$ cat config.mk
export PLATFORM = sky130hd
export DESIGN_NAME = lc_transition_ctrl
export DESIGN_NICKNAME = d
export VERILOG_FILES = /design/src/rtl/lc_pkg.sv /design/src/rtl/lc_sig_store.sv /design/src/rtl/lc_transition_ctrl.sv
export SDC_FILE = /design/constraint.sdc
export NUM_CORES = 1
export LEC_CHECK = 0
export ABC_AREA = 1
export CORE_MARGIN = 8
export CORE_UTILIZATION = 55
export DETAILED_ROUTE_END_ITERATION = 8
export MAX_ROUTING_LAYER = met4
export PLACE_DENSITY = 0.82
export SLEW_MARGIN = 20
export SYNTH_ARGS = -nofsm -noshare
export SYNTH_HDL_FRONTEND = slang
export SYNTH_SLANG_ARGS = --single-unit
$ cat constraint.sdc
create_clock -name clk -period 3.18 [get_ports clk]
set_input_delay 0.477 -clock clk [delete_from_list [all_inputs] [get_ports clk]]
set_output_delay 0.477 -clock clk [all_outputs]
set_load 0.05 [all_outputs]
$ cat src/rtl/lc_pkg.sv
// Shared lifecycle-controller types, default per-state owner signatures and the target-legality helper.
package lc_pkg;

  localparam int LC_ID_W_MAX = 256;
  localparam int LC_NUM_SIG  = 6;

  typedef enum logic [2:0] {
    IDLE,
    FETCH,
    CHECK,
    DONE,
    LOCKED
  } lc_fsm_t;

  localparam logic [LC_ID_W_MAX-1:0] LC_SIG_DEFAULT [LC_NUM_SIG] = '{
    {64'h0123_4567_89AB_CDEF, 64'h1111_2222_3333_4444, 64'hA5A5_0F0F_5A5A_F0F0, 64'h0000_0000_0000_0C00},
    {64'hFEDC_BA98_7654_3210, 64'h5555_6666_7777_8888, 64'h3C3C_C3C3_1234_ABCD, 64'h0000_0000_0000_0C01},
    {64'hDEAD_BEEF_CAFE_F00D, 64'h9999_AAAA_BBBB_CCCC, 64'h0F1E_2D3C_4B5A_6978, 64'h0000_0000_0000_0C02},
    {64'h8BAD_F00D_0BAD_CAFE, 64'hDDDD_EEEE_FFFF_0000, 64'h8796_A5B4_C3D2_E1F0, 64'h0000_0000_0000_0C03},
    {64'h1357_9BDF_2468_ACE0, 64'h0246_8ACE_1357_9BDF, 64'hC001_D00D_FACE_B00C, 64'h0000_0000_0000_0C04},
    {64'hE0E0_1F1F_E0E0_1F1F, 64'h7654_3210_FEDC_BA98, 64'h600D_F00D_BAAD_D00D, 64'h0000_0000_0000_0C05}
  };

  // States beyond the default table get a generated, still-unique signature.
  function automatic logic [LC_ID_W_MAX-1:0] lc_sig_default(input int unsigned idx);
    if (idx < LC_NUM_SIG) return LC_SIG_DEFAULT[idx[2:0]];
    return {8{idx ^ 32'hC3C3_0000}};
  endfunction

  function automatic logic lc_target_legal(input int unsigned cur,
                                           input int unsigned tgt,
                                           input int unsigned num_states,
                                           input logic        allow_skip);
    return (tgt > cur) && (tgt <= num_states - 1) && (allow_skip || (tgt == cur + 1));
  endfunction

endpackage

$ cat src/rtl/lc_sig_store.sv
// Read-only owner-signature store: one lookup per rd_en, data qualified by valid RD_LAT cycles later.
module lc_sig_store
  import lc_pkg::*;
#(
  parameter  int ID_W       = 256,
  parameter  int NUM_STATES = 6,
  parameter  int RD_LAT     = 2,
  localparam int STATE_W    = $clog2(NUM_STATES)
) (
  input  logic               clk,
  input  logic               rst,
  input  logic               rd_en,
  input  logic [STATE_W-1:0] addr,
  output logic [ID_W-1:0]    rdata,
  output logic               valid
);

  logic [RD_LAT-1:0]      vld_q, vld_d;
  logic [STATE_W-1:0]     addr_q, addr_d;
  logic [LC_ID_W_MAX-1:0] word;

  // NOTE: every variable gets a default at the top of always_comb so no path leaves it unassigned (no latch).
  always_comb begin
    addr_d    = rd_en ? addr : addr_q;
    vld_d     = vld_q << 1;
    vld_d[0]  = rd_en;
    word      = lc_sig_default(32'(addr_q));
    rdata     = word[ID_W-1:0];
  end

  assign valid = vld_q[RD_LAT-1];

  // NOTE: ROM contents are constants, so only the address and valid pipeline need a reset.
  // NOTE: sequential state uses non-blocking assignments so all flops update from pre-edge values.
  always_ff @(posedge clk) begin
    if (rst) begin
      vld_q  <= '0;
      addr_q <= '0;
    end else begin
      vld_q  <= vld_d;
      addr_q <= addr_d;
    end
  end

endmodule

$ cat src/rtl/lc_transition_ctrl.sv
// Lifecycle state controller: authenticates transition requests against per-state signatures,
// counts failed authentications and locks permanently after MAX_FAILS.
module lc_transition_ctrl
  import lc_pkg::*;
#(
  parameter  int ID_W       = 256,
  parameter  int NUM_STATES = 6,
  parameter  int RD_LAT     = 2,
  parameter  int MAX_FAILS  = 3,
  parameter  int ALLOW_SKIP = 0,
  parameter  int DEBUG_MAX  = 1,
  localparam int STATE_W    = $clog2(NUM_STATES)
) (
  input  logic               clk,
  input  logic               rst,
  input  logic               lc_transition_request,
  input  logic [STATE_W-1:0] lc_target,
  input  logic [ID_W-1:0]    lc_identifier,
  output logic [STATE_W-1:0] lc_state,
  output logic               lc_success,
  output logic               lc_fail,
  output logic               lc_locked,
  output logic               lc_busy,
  output logic               lc_debug_en
);

  localparam int                 FC_W     = $clog2(MAX_FAILS + 1);
  localparam logic [STATE_W-1:0] EOL      = STATE_W'(NUM_STATES - 1);
  localparam logic [FC_W-1:0]    FAIL_SAT = FC_W'(MAX_FAILS);

  lc_fsm_t            state_q, state_d;
  logic [STATE_W-1:0] lc_state_q, lc_state_d;
  logic [STATE_W-1:0] tgt_q, tgt_d;
  logic [ID_W-1:0]    id_q, id_d;
  logic [ID_W-1:0]    sig_q, sig_d;
  logic [FC_W-1:0]    fail_cnt_q, fail_cnt_d;
  logic               success_q, success_d;
  logic               fail_q, fail_d;
  logic               debug_en_q, debug_en_d;

  logic               rd_en;
  logic               sig_valid;
  logic [ID_W-1:0]    sig_rdata;
  logic               id_match;
  logic               tgt_ok;

  lc_sig_store #(
    .ID_W      (ID_W),
    .NUM_STATES(NUM_STATES),
    .RD_LAT    (RD_LAT)
  ) u_sig_store (
    .clk  (clk),
    .rst  (rst),
    .rd_en(rd_en),
    .addr (lc_state_q),
    .rdata(sig_rdata),
    .valid(sig_valid)
  );

  assign id_match = (id_q == sig_q);
  assign tgt_ok   = lc_target_legal(32'(lc_state_q), 32'(tgt_q), 32'(NUM_STATES), ALLOW_SKIP != 0);

  always_comb begin
    state_d    = state_q;
    lc_state_d = lc_state_q;
    tgt_d      = tgt_q;
    id_d       = id_q;
    sig_d      = sig_q;
    fail_cnt_d = fail_cnt_q;
    success_d  = success_q;
    fail_d     = fail_q;
    rd_en      = 1'b0;

    unique case (state_q)
      IDLE: begin
        if (lc_transition_request) begin
          id_d    = lc_identifier;
          tgt_d   = lc_target;
          rd_en   = 1'b1;
          state_d = FETCH;
        end
      end
      FETCH: begin
        if (sig_valid) begin
          sig_d   = sig_rdata;
          state_d = CHECK;
        end
      end
      CHECK: begin
        if (id_match && tgt_ok) begin
          lc_state_d = tgt_q;
          fail_cnt_d = '0;
          success_d  = 1'b1;
        end else begin
          fail_d = 1'b1;
          // Only a wrong identifier counts as an attack; EOL requests never move the counter.
          if (!id_match && (lc_state_q != EOL) && (fail_cnt_q != FAIL_SAT))
            fail_cnt_d = fail_cnt_q + 1'b1;
        end
        id_d    = '0;
        state_d = DONE;
      end
      DONE: begin
        if (!lc_transition_request) begin
          success_d = 1'b0;
          fail_d    = 1'b0;
          state_d   = (fail_cnt_q == FAIL_SAT) ? LOCKED : IDLE;
        end
      end
      LOCKED:  state_d = LOCKED;
      default: state_d = IDLE;
    endcase

    debug_en_d = (32'(lc_state_d) <= DEBUG_MAX);
  end

  always_ff @(posedge clk) begin
    if (rst) begin
      state_q    <= IDLE;
      lc_state_q <= '0;
      tgt_q      <= '0;
      id_q       <= '0;
      sig_q      <= '0;
      fail_cnt_q <= '0;
      success_q  <= 1'b0;
      fail_q     <= 1'b0;
      debug_en_q <= 1'b1;
    end else begin
      state_q    <= state_d;
      lc_state_q <= lc_state_d;
      tgt_q      <= tgt_d;
      id_q       <= id_d;
      sig_q      <= sig_d;
      fail_cnt_q <= fail_cnt_d;
      success_q  <= success_d;
      fail_q     <= fail_d;
      debug_en_q <= debug_en_d;
    end
  end

  assign lc_state    = lc_state_q;
  assign lc_success  = success_q;
  assign lc_fail     = fail_q;
  assign lc_locked   = (state_q == LOCKED);
  assign lc_busy     = (state_q == FETCH) || (state_q == CHECK) || (state_q == DONE);
  assign lc_debug_en = debug_en_q;

endmodule

# After elaboration in Yosys (flattened, before gate mapping)
# Memory sizes are Yosys's and may differ from the RTL's.
# Index checks and enable logic that the tools add are counted.
dict set report op_classes {
  n_mux 23
  n_reduce_logical 19
  bitwise 1
  eq_ne 14
  addsub 2
  n_lt_le_gt_ge 5
}
# operator count
set ops {}
lappend ops {{256-bit two-way mux} 5}
lappend ops {{256-bit case mux with 2 select lines} 1}
lappend ops {{256-bit == test} 1}
lappend ops {{3-bit two-way mux} 6}
lappend ops {{3-bit case mux with 5 select lines} 1}
lappend ops {{2-bit != test (second input constant)} 5}
lappend ops {{3-bit AND reduction} 3}
lappend ops {{2-bit AND reduction} 4}
lappend ops {{3-bit by 2-bit == test with 1-bit output (second input constant)} 2}
lappend ops {{1-bit two-way mux} 6}
lappend ops {{2-bit nonzero test} 3}
lappend ops {{1-bit logical AND} 5}
lappend ops {{3-bit by 1-bit adder with 4-bit output (second input constant)} 1}
lappend ops {{3-bit by 4-bit == test with 1-bit output} 1}
lappend ops {{4-bit greater-or-equal comparator (second input constant)} 1}
lappend ops {{2-bit two-way mux} 2}
lappend ops {{3-bit NOT with 4-bit output} 1}
lappend ops {{1-bit case mux with 2 select lines} 2}
lappend ops {{3-bit by 1-bit == test with 1-bit output (second input constant)} 1}
lappend ops {{3-bit == test (second input constant)} 1}
lappend ops {{3-bit > comparator} 1}
lappend ops {{3-bit by 1-bit less-or-equal comparator with 1-bit output (second input constant)} 1}
lappend ops {{3-bit less-or-equal comparator (second input constant)} 1}
lappend ops {{3-bit logical NOT} 1}
lappend ops {{7 further kinds} 8}
dict set report totals {
  reg_bits 531
  word_cells 76
  output_inout_bits 8
  memories 1
  input_bits 262
  mem_bits_ro 2048
}
# name depth word_bits read_ports rd_clocked_by_memory_dff wr line
set mem_list {}
lappend mem_list {{(name not given)} 8 256 1 0 0 lc_pkg.sv:26} ;# if (idx < LC_NUM_SIG) return LC_SIG_DEFAULT[idx[2:0]];

# Longest topological paths before layout
dict set report logic_depth {
  ltp_word 7
  depth_mapped 18
  depth_no_buf 17
}

# Cells and area by module
# Synthesis repeated with hierarchy kept, for this count alone.
dict set report unflattened {
  hier_cells 3326
  hier_area_um2 24304.6
}
# module cells_per_inst instances seq_area_each_um2 area_per_inst_um2
set modules_own_cells {}
lappend modules_own_cells {lc_transition_ctrl 2995 1 10530.1 22088.7}
lappend modules_own_cells {lc_sig_store 331 1 100.1 2215.9}

# Worst setup path after synthesis
# Ideal clock, no wire load.
dict set report synth_timing {
  path_type {register to register}
  start {register lc_state_q[1], in the netlist lc_state[1]}
  end {register debug_en_q, in the netlist lc_debug_en}
  t_arrival_ns 2.126
  synth_period_minus_slack_ns 2.235
  n_path_buf 0
  setup_time_ns 0.109
  required_ns 3.071
  setup_slack_ns 0.945
  stages_incl_launch_ff 11
  cell_sequence {dfxtp_1 -> inv_1 -> ha_1 -> a211oi_1 -> o211ai_1 -> a21oi_1 -> nand3_4 -> nand2_1 -> nand3_1 -> nand2_1 -> inv_1}
}
dict set report synth_between {
  elab_chain_len 7
  word_cells_on_any_way 9
  cone_classes {add/sub (1); order compare (2); eq/ne (1); mux (2); reduce/logical (3)}
}
# element line
set synth_rtl {}
lappend synth_rtl {{from (decl)} lc_transition_ctrl.sv:32} ;# logic [STATE_W-1:0] lc_state_q, lc_state_d;
lappend synth_rtl {{from (signal assigned)} lc_transition_ctrl.sv:130} ;# lc_state_q <= lc_state_d;
lappend synth_rtl {{3-bit by 1-bit adder with 4-bit output or 3-bit > comparator (tied branches)} lc_pkg.sv:34} ;# return (tgt > cur) && (tgt <= num_states - 1) && (allow_skip || (tgt == cur + 1));
lappend synth_rtl {{3-bit by 4-bit == test with 1-bit output or 1-bit logical AND (tied branches)} lc_pkg.sv:34}
lappend synth_rtl {{1-bit logical AND} lc_pkg.sv:34}
lappend synth_rtl {{1-bit logical AND} lc_transition_ctrl.sv:90} ;# if (id_match && tgt_ok) begin
lappend synth_rtl {{3-bit two-way mux} lc_transition_ctrl.sv:90}
lappend synth_rtl {{3-bit two-way mux *} lc_transition_ctrl.sv:74} ;# unique case (state_q)
lappend synth_rtl {{3-bit by 1-bit less-or-equal comparator with 1-bit output *} lc_transition_ctrl.sv:114} ;# debug_en_d = (32'(lc_state_d) <= DEBUG_MAX);
lappend synth_rtl {{to (signal assigned)} lc_transition_ctrl.sv:137} ;# debug_en_q <= debug_en_d;
lappend synth_rtl {{to (decl)} lc_transition_ctrl.sv:39} ;# logic debug_en_q, debug_en_d;
# Mark *: on every way between the ends. The rest lies on a longest branch, timed or not.
# A chain may end at the register's enable or synchronous reset.

# Worst setup path in the final report
dict set report layout_timing {
  start {register sig_q[169]}
  end {register debug_en_q, in the netlist lc_debug_en}
}
dict set report layout_between {
  elab_chain_len 5
}
# element line
set layout_rtl {}
lappend layout_rtl {{from (decl)} lc_transition_ctrl.sv:35} ;# logic [ID_W-1:0] sig_q, sig_d;
lappend layout_rtl {{from (signal assigned)} lc_transition_ctrl.sv:133} ;# sig_q <= sig_d;
lappend layout_rtl {{256-bit == test} lc_transition_ctrl.sv:60} ;# assign id_match = (id_q == sig_q);
lappend layout_rtl {{1-bit logical AND} lc_transition_ctrl.sv:90}
lappend layout_rtl {{3-bit two-way mux} lc_transition_ctrl.sv:90}
lappend layout_rtl {{3-bit two-way mux} lc_transition_ctrl.sv:74}
lappend layout_rtl {{3-bit by 1-bit less-or-equal comparator with 1-bit output} lc_transition_ctrl.sv:114}
# No other way between the ends.

==> summary.txt <==
Yosys
  – Synth Instances: about 2,100
  – Ys flop type: dfxtp_1
  – Commonest cells post-synth: nand2_1 (632), dfxtp_1 (362), inv_1 (270)
  – Synthesized flop and latch total: between 300 and 400
  – Ys async rst share: 0
  – Yosys cell types: 39
  – Synth warnings: 0
  – Sequential-to-total area share from yosys stat: 0.457
  – Share of the synthesized area in the top cell type: 0.457
  – Post-synth EDFFs: 0
  – Largest area contributor in the netlist: dfxtp_1
  – Synthesized cell area: approximately 0.016 sq mm
  – Most frequent cell after synthesis: nand2_1
  – Syn Area/Cell: 7.42 sq um
  – Synth top area cells: dfxtp_1 (46%), nand2_1 (15%), o21ai_0 (6.9%)
  – Post-Syn Nets: around 2,400

Global route
  – Vias in the first global route: roughly 15,000
  – First-pass GRT wire length: around 84,000 um
  – GRT Total Usage: 0.320
  – Aggregate global routing overflow: 0
  – Largest net degree at the start of global routing: slightly below 100
  – Antenna violations before repair: 1

Power and ir drop
  – PwrDens: 567 mW/mm^2
  – VDD IR max: 368 uV
  – Total power: roughly 11,000 uW
  – Leak Pwr: 0.00820 uW

Cells and area
  – Post-Layout Cell Count: approximately 2,800
  – Net count, final: ~2,600
  – Area Growth Syn to Fin: 26.7%
  – Layout cells sized above 1: 0.0485
  – Final Instance Area: 0.0201 sq mm

STA
  – Minimum clock period after layout: ~2.6 ns
  – Final hold vios: 0
  – Period utilization: 0.804
  – Max-slew violations: 0
  – RSZ-0062 raised after global routing: no
  – Worst-Margin Slew: about 1.1 ns
  – F_max: 0.391 GHz
  – Setup violations, final: 0
  – Relative slew slack: 0.280
  – Setup Skew: roughly 0.016 ns
  – Setup TNS: 0 ns
  – Post-route setup slack: 0.622 ns

Detailed routing
  – Detail Route Antenna Nets: 0
  – Starting DRT DRC Count: around 1,700
  – Drt first pass iters: 6
  – Vias: approximately 16,000
  – Residual DRC: 0
  – Total Routed Length: roughly 55,000 um
  – WL/cell: approximately 20 um
  – Routed vias/inst: roughly 5.7

Clocking
  – CTS buffer count: 37
  – Root buffer cell: clkbuf_16
  – Clock Tree Buf Depth: 3
  – # Post-CTS Setup Buffers: 0
  – CTS Sinks: 362
  – CTS Hold Buffers Added: 0
  – Max H-tree Level: 2
  – TritonCTS clock tree: done
  – Clock transition at path regs: 0.06 ns
  – Clk_lat worst skew: about 0.52 ns
  – Post-CTS Resized: 0

Die
  – Initial Util: 0.555
  – Die ar.: around 0.034 sq mm
  – CORE AREA: 0.0285 sq mm
  – Die height: between 150 and 200 um
  – Placement Rows: between 60 and 70
  – Die X: between 150 and 200 um
  – I/O pin count: 270

Worst setup path
  – Worst EP arrival: 2.98 ns
  – Critical path endpoint category: flop
  – Critical path's largest stage delay: slightly above 0.6 ns
  – Crit path cell chain: inv_2, nand2_1, nand2_1, inv_1, nand2_1, nor2_1, nand2_1, nor2_1, nand2_1, nor2_1, nand2_2, nor2_4, nand3_4, nand2_1, nand3_1, nand2_1, inv_1
  – Crit-path max FO: 6
  – Most Frequent Cell on Critical Path: nand2_1
  – Delay-heaviest family, CP: simple AND/OR/NAND/NOR gates
  – Required @ worst endpoint: about 3.6 ns
  – Worst path buffer plus inverter count: 3
  – WS Path Type: flop to flop
  – CP Launch Type: flop
  – Worst path slowest cell: dfxtp_1

Placed design
  – GP Congestion: ~1.0
  – HPWL after DPL: 39,900 um
  – Placed Area: between 0.015 and 0.02 sq mm
  – Dpl cells: 2,709
  – Dpl ws: ~0.68 ns
  – I/O Buffers: 269

Hold path
  – Hold crit path type: primary input to flop

Run
  – Max-cap viol count: 0

Outcome
  – Status: finished, final reports clean
## logic make-up (layout without fill, tap and decap cells)
logic type               Yosys count  after routing  share of synthesized area
AND/OR/NAND/NOR                  834            834                      0.206
AO/OA/AOI/OAI                    462            462                      0.184
XOR/XNOR                          61             61                     0.0337
other                              0              1                          0
flip-flops                       362            362                      0.457
buffers and inverters            393            650                      0.100
adder cells (fa/ha/maj)           23             23                     0.0182
## layout make-up
class	instances	area, sq um
inverter	286	1080
clock inverter	11	139
fill	2288	8480
timing repair buffer	297	2970
sequential	362	7250
multi-input combinational	1380	7030
antenna	1	2.50
clock buffer	56	1120
tap	384	480
## routing by layer
layer / vias up / global-route usage / wire length, um
met5: - / - / 0
met4: 0 / 0.130 / 2440
met3: 164 / 0.0646 / 5620
met2: 846 / 0.500 / 24600
met1: 7363 / 0.402 / 21900
li1: 7331 / - / -
## stage by stage
stage / utilization / hold slack, ns
6_report: 0.703 / 0.366
3_3_place_gp: 0.659 / 0.391
4_1_cts: 0.703 / 0.350
2_1_floorplan: - / 0.388
5_1_grt: 0.703 / 0.352
3_5_place_dp: 0.659 / 0.402
## cell usage in the layout (no fill, tap or decap), types with 22 or more instances in the layout
master           Yosys  routed
nand2_1            632     631
dfxtp_1            362     362
inv_1              270     270
clkdlybuf4s50_1      0     268
o21ai_0            217     217
nor2_1             149     148
a32o_1             100     100
a21oi_1             91      91
clkbuf_16            0      39
xnor2_1             38      38
xor2_1              23      23
ha_1                23      23
buf_4               10      22
## final timing paths
kind	cells past startpoint	endpoint	from	slack, ns
setup / recovery	17	lc_debug_en	sig_q[169]	0.62
hold reg to reg	2	u_sig_store.vld_q[1]	u_sig_store.vld_q[0]	0.41
hold / removal	2	u_sig_store.vld_q[1]	rst	0.37
setup reg to reg	17	lc_debug_en	sig_q[169]	0.62
## registers in the layout, summed over array words and instances, names as in the netlist, 2 cells and up, named ones only
name                cells
state_q                 3
fail_cnt_q              2
u_sig_store.addr_q      3
sig_q                  87
id_q                  256
tgt_q                   3
u_sig_store.vld_q       2
lc_state                2
## power breakdown
| group | internal, uW | total, uW | switching [uW] |
|---|---|---|---|
| logic | 776 | 1820 | 1040 |
| clock network | 2680 | 4490 | 1810 |
| registers | 4840 | 5060 | 217 |
| total | 8300 | 11400 | 3070 |
No activity file was read; power rests on OpenSTA's default activity.
